**config.mk**
```make
export PLATFORM = sky130hd
export DESIGN_NAME = fifo_top_sync
export DESIGN_NICKNAME = d
export VERILOG_FILES = /design/src/rtl/fifo_top_sync.sv
export SDC_FILE = /design/constraint.sdc
export NUM_CORES = 1
export LEC_CHECK = 0
export ABC_AREA = 1
export BUFFER_PORTS_ARGS = -buffer_cell sky130_fd_sc_hd__buf_2
export CORE_MARGIN = 2
export CORE_UTILIZATION = 50
export DETAILED_ROUTE_END_ITERATION = 10
export MAX_ROUTING_LAYER = met4
export PLACE_DENSITY = 0.68
export REMOVE_ABC_BUFFERS = 1
export SYNTH_ARGS = -nofsm -noshare
export SYNTH_HDL_FRONTEND = slang
export SYNTH_SLANG_ARGS = --single-unit
export TNS_END_PERCENT = 10
```
**constraint.sdc**
```tcl
create_clock -name wr_clk -period 4.3 [get_ports wr_clk]
set_clock_uncertainty 0.1 [all_clocks]
set_input_delay 0.645 -clock wr_clk [delete_from_list [all_inputs] [get_ports wr_clk]]
set_output_delay 0.645 -clock wr_clk [all_outputs]
set_load 0.005 [all_outputs]
```
**src/rtl/fifo_top_sync.sv**
```systemverilog
// Single-clock synchronous FIFO with registered read data and count-decoded status.
// Define FIFO_ERR_FLAGS_EN to add sticky overflow/underflow outputs.
module fifo_top_sync #(
  parameter int DATA_WIDTH = 8,
  parameter int DEPTH      = 16,
  localparam int ADDR_W    = $clog2(DEPTH),
  localparam int CNT_W     = $clog2(DEPTH + 1)
) (
  input  logic                  wr_clk,
  input  logic                  wr_rst,
  input  logic                  push,
  input  logic [DATA_WIDTH-1:0] push_data,
  input  logic                  pop,
  output logic [DATA_WIDTH-1:0] pop_data,
  output logic                  full,
  output logic                  empty,
  output logic [CNT_W-1:0]      count
`ifdef FIFO_ERR_FLAGS_EN
  ,
  output logic                  overflow,
  output logic                  underflow
`endif
);

  logic [DATA_WIDTH-1:0] mem [DEPTH];
  logic [ADDR_W-1:0]     wr_ptr;
  logic [ADDR_W-1:0]     rd_ptr;
  logic                  push_ok;
  logic                  pop_ok;

  assign full  = (count == CNT_W'(DEPTH));
  assign empty = (count == '0);

  // A full FIFO can still take a push when the same cycle frees a slot.
  assign pop_ok  = pop && !empty;
  assign push_ok = push && (!full || pop_ok);

  always_ff @(posedge wr_clk) begin
    if (!wr_rst && push_ok) begin
      mem[wr_ptr] <= push_data;
    end
  end

  always_ff @(posedge wr_clk) begin
    if (wr_rst) begin
      wr_ptr   <= '0;
      rd_ptr   <= '0;
      pop_data <= '0;
    end else begin
      if (push_ok) begin
        wr_ptr <= wr_ptr + 1'b1;
      end
      if (pop_ok) begin
        pop_data <= mem[rd_ptr];
        rd_ptr   <= rd_ptr + 1'b1;
      end
    end
  end

  always_ff @(posedge wr_clk) begin
    if (wr_rst) begin
      count <= '0;
    end else begin
      case ({push_ok, pop_ok})
        2'b10:   count <= count + 1'b1;
        2'b01:   count <= count - 1'b1;
        default: count <= count;
      endcase
    end
  end

`ifdef FIFO_ERR_FLAGS_EN
  // Sticky until reset so software can find a past violation.
  always_ff @(posedge wr_clk) begin
    if (wr_rst) begin
      overflow  <= 1'b0;
      underflow <= 1'b0;
    end else begin
      if (push && !push_ok) begin
        overflow <= 1'b1;
      end
      if (pop && !pop_ok) begin
        underflow <= 1'b1;
      end
    end
  end
`endif

endmodule

```
==> results.toml <==
[outcome]
run_status = "finished, final reports clean"

[setup_path]
slowest_stage = "dfxtp_1"
rrSetupSlack_ns = 1.94
crit_required_ns = 4.52
crit_top_cell = "nand3_1"
cpPeakStageDelay_ns = 0.99
start_kind = "register"
path_cells = "inv_2 -> nand3_1 -> nand3_1 -> nand3_1 -> nand3_1 -> nand2_1 -> inv_1"
critPathArrivalTime_ns = 2.58
cp-end-kind = "register"
path_max_fanout = 27
criticalPathCategory = "register to register"

[die]
core_um2 = 13090
dieArea_um2 = 14190
pin_count = 27
die-width_um = 119.1
placementRows = 42
start_util_pct = 50.63
die_h_um = 119.1

[power_and_ir_drop]
switching_share_pct = 29.19
pwr-share-seq_pct = 42.2
p_switching_mw = 1.184
p_clk_share_pct = 37.0
p_int_mw = 2.873
combPwrFrac_pct = 20.8
power_density_nw_per_um2 = 548.9
power.static_leakage_nw = 3.105
irDropWorstVdd_v = 0.0002755

[final_layout]
layout_commonest_cell = "nand2_1"
multi_input_area_um2 = 1814
diodes = 0
instances_no_fill = 870
drive_above_1_share_pct = 10.52
fin_area_um2 = 7392
area_delta_synth_final_pct = 11.58
final_nets = 702
regArea_um2 = 4265
final_cell_mix = "nand2_1, edfxtp_1, nand3_1, inv_1, nor2_1"
fillCellCount = 1104
post-route-util_pct = 56.49

[timing]
finalMaxSlewViolations = 0
setup_viol = 0
worstMarginPinSlew_ns = 1.058
hold_viol = 0
slew_headroom_pct = 29.38
tns_ns = 0
fmax_mhz = 422.9
rsz0062_at_grt = "no"
setup_slack_ns = 1.935
fin_crit_sh_pct = 54.99
fin_crit_ns = 2.365

[yosys]
syn-instance-count = 663
avgSynthCellArea_um2 = 9.993
syn_area_um2 = 6625
yosys_warnings = 0
seq_area_frac_synth_pct = 64.36
yosysUniqueCellTypes = 30
ys_ff_latch = 149

[hold_path]
hp-class = "register to register"

[cts]
clkTransAtPathRegs_ns = 0.06
cts_hold_buf = 0
cts_tree = "done"
clk_path_buf_depth = 2
cts_resized = 0
post-cts-setup-buffers = 0
cts_inserted_buffers = 17
clock_latency_ns = 0.42
clock-sinks = 149
h-tree-depth = 4
cts_root_buf = "clkbuf_16"

[placed_design]
post-place-ws_ns = 1.798
dpl.cell_count = 838
hpwlAfterDp_um = 9393
place_congestion = 0.9183
postPlaceCellArea_um2 = 6793
io_buffer_count = 26

[job]
cap_viol_max_count = 0

[routing]
num_vias = 4572
ant_nets = 0
routed_wl_um = 14720
routedWlPerCell_um = 16.92
drt-vias-per-instance = 5.255
drtIter0Drc = 322
firstDrtPassIters = 5
drc_errors = 0

[global_route]
grt_busiest_layer = "met2"
met2_usage_pct = 36.03
antenna_found_initial = 0
grtUsageMet1_pct = 28.21
groute.layer.met3.usage_pct = 4.310
grt_pass1_vias = 4351
grtUsageTotal_pct = 22.55
grt_max_degree = 67
grt_overflow_total = 0
grt_pass1_wl_um = 22600
==> critical path, delay by kind of cell (launching register included) <==
family                 cells  cell delay (ns)
buffers and inverters      2             0.47
flip-flops                 1             0.99
AND/OR/NAND/NOR            5             0.68
==> logic make-up after synthesis <==
| kind of cell | after synthesis | synth area share (%) |
|---|---|---|
| fa+ha+maj | 9 | 1.813 |
| simple gates | 354 | 22.98 |
| flops | 149 | 64.36 |
| buf+inv | 121 | 8.253 |
| compound gates | 27 | 2.191 |
| xor+xnor | 3 | 0.3967 |
==> final timing paths <==
kind | startpoint | cells after the start | to
worst min-delay path | wr_ptr[3]$_SDFFE_PP0N_ | 2 | wr_ptr[3]$_SDFFE_PP0N_
worst max-delay path | rd_ptr[1]$_SDFFE_PP0N_ | 7 | pop_data[0]$_SDFFE_PP0N_
worst max register to register | rd_ptr[1]$_SDFFE_PP0N_ | 7 | pop_data[0]$_SDFFE_PP0N_
worst min register to register | wr_ptr[3]$_SDFFE_PP0N_ | 2 | wr_ptr[3]$_SDFFE_PP0N_
==> area by class of cell <==
class	instances	area share, %
multi-input cells	393	24.54
repair buffers	28	1.963
well taps	176	2.979
flip-flops and latches	149	57.70
clock buffers	21	5.958
clock inverters	11	2.150
inverters	92	4.705
==> registers in the layout, summed over array words and instances, names as in the netlist <==
name      count
rd_ptr        4
mem         128
wr_ptr        4
count         5
pop_data      8
==> cell usage after synthesis <==
cell type	instances	area share, %
nor2_1	63	3.6
nand3_1	98	7.4
nand2_4	1	0.17
o21bai_1	1	0.11
nor2_4	2	0.34
nand2_2	4	0.38
fa_1	1	0.30
inv_2	3	0.17
nand3b_1	1	0.11
nor2_2	1	0.094
xnor2_1	1	0.13
edfxtp_1	128	58
clkinv_1	2	0.11
nand2_1	180	10
inv_1	86	4.9
buf_6	7	1.2
inv_4	1	0.094
nand3_2	3	0.45
o21ai_0	8	0.60
o21ai_2	2	0.26
dfxtp_1	21	6.3
clkbuf_1	6	0.34
a21oi_1	8	0.60
buf_4	3	0.34
buf_2	12	0.91
ha_1	8	1.5
nand3_4	1	0.26
xor2_1	2	0.26
buf_8	1	0.23
o21ai_1	8	0.60
==> metal layers <==
metal  wire length (µm)  share of wire (%)  vias up
met5                  0                  0        -
met4                356                2.4        0
met3               1017                6.9       35
met2               7120                 48      183
met1               6223                 42     2158
li1                   -                  -     2196
==> power by group through the flow <==
stage / combinational [mW] / sequential [mW] / clock (mW)
global route: 0.945 / 1.72 / 1.57
CTS: 0.842 / 1.71 / 1.52
detailed placement: 0.835 / 1.74 / 0
floorplan: 0.522 / 1.77 / 0
global placement: 0.819 / 1.73 / 0
finish: 0.846 / 1.71 / 1.50
==> per-stage QoR <==
| step | power (mW) | hold WS (ns) |
|---|---|---|
| global route | 4.234 | 0.4535 |
| global placement | 2.554 | 0.4096 |
| finish | 4.058 | 0.4401 |
| floorplan | 2.289 | 0.3644 |
| detailed placement | 2.574 | 0.4075 |
| CTS | 4.066 | 0.4378 |
No activity file was read; power rests on OpenSTA's default activity.
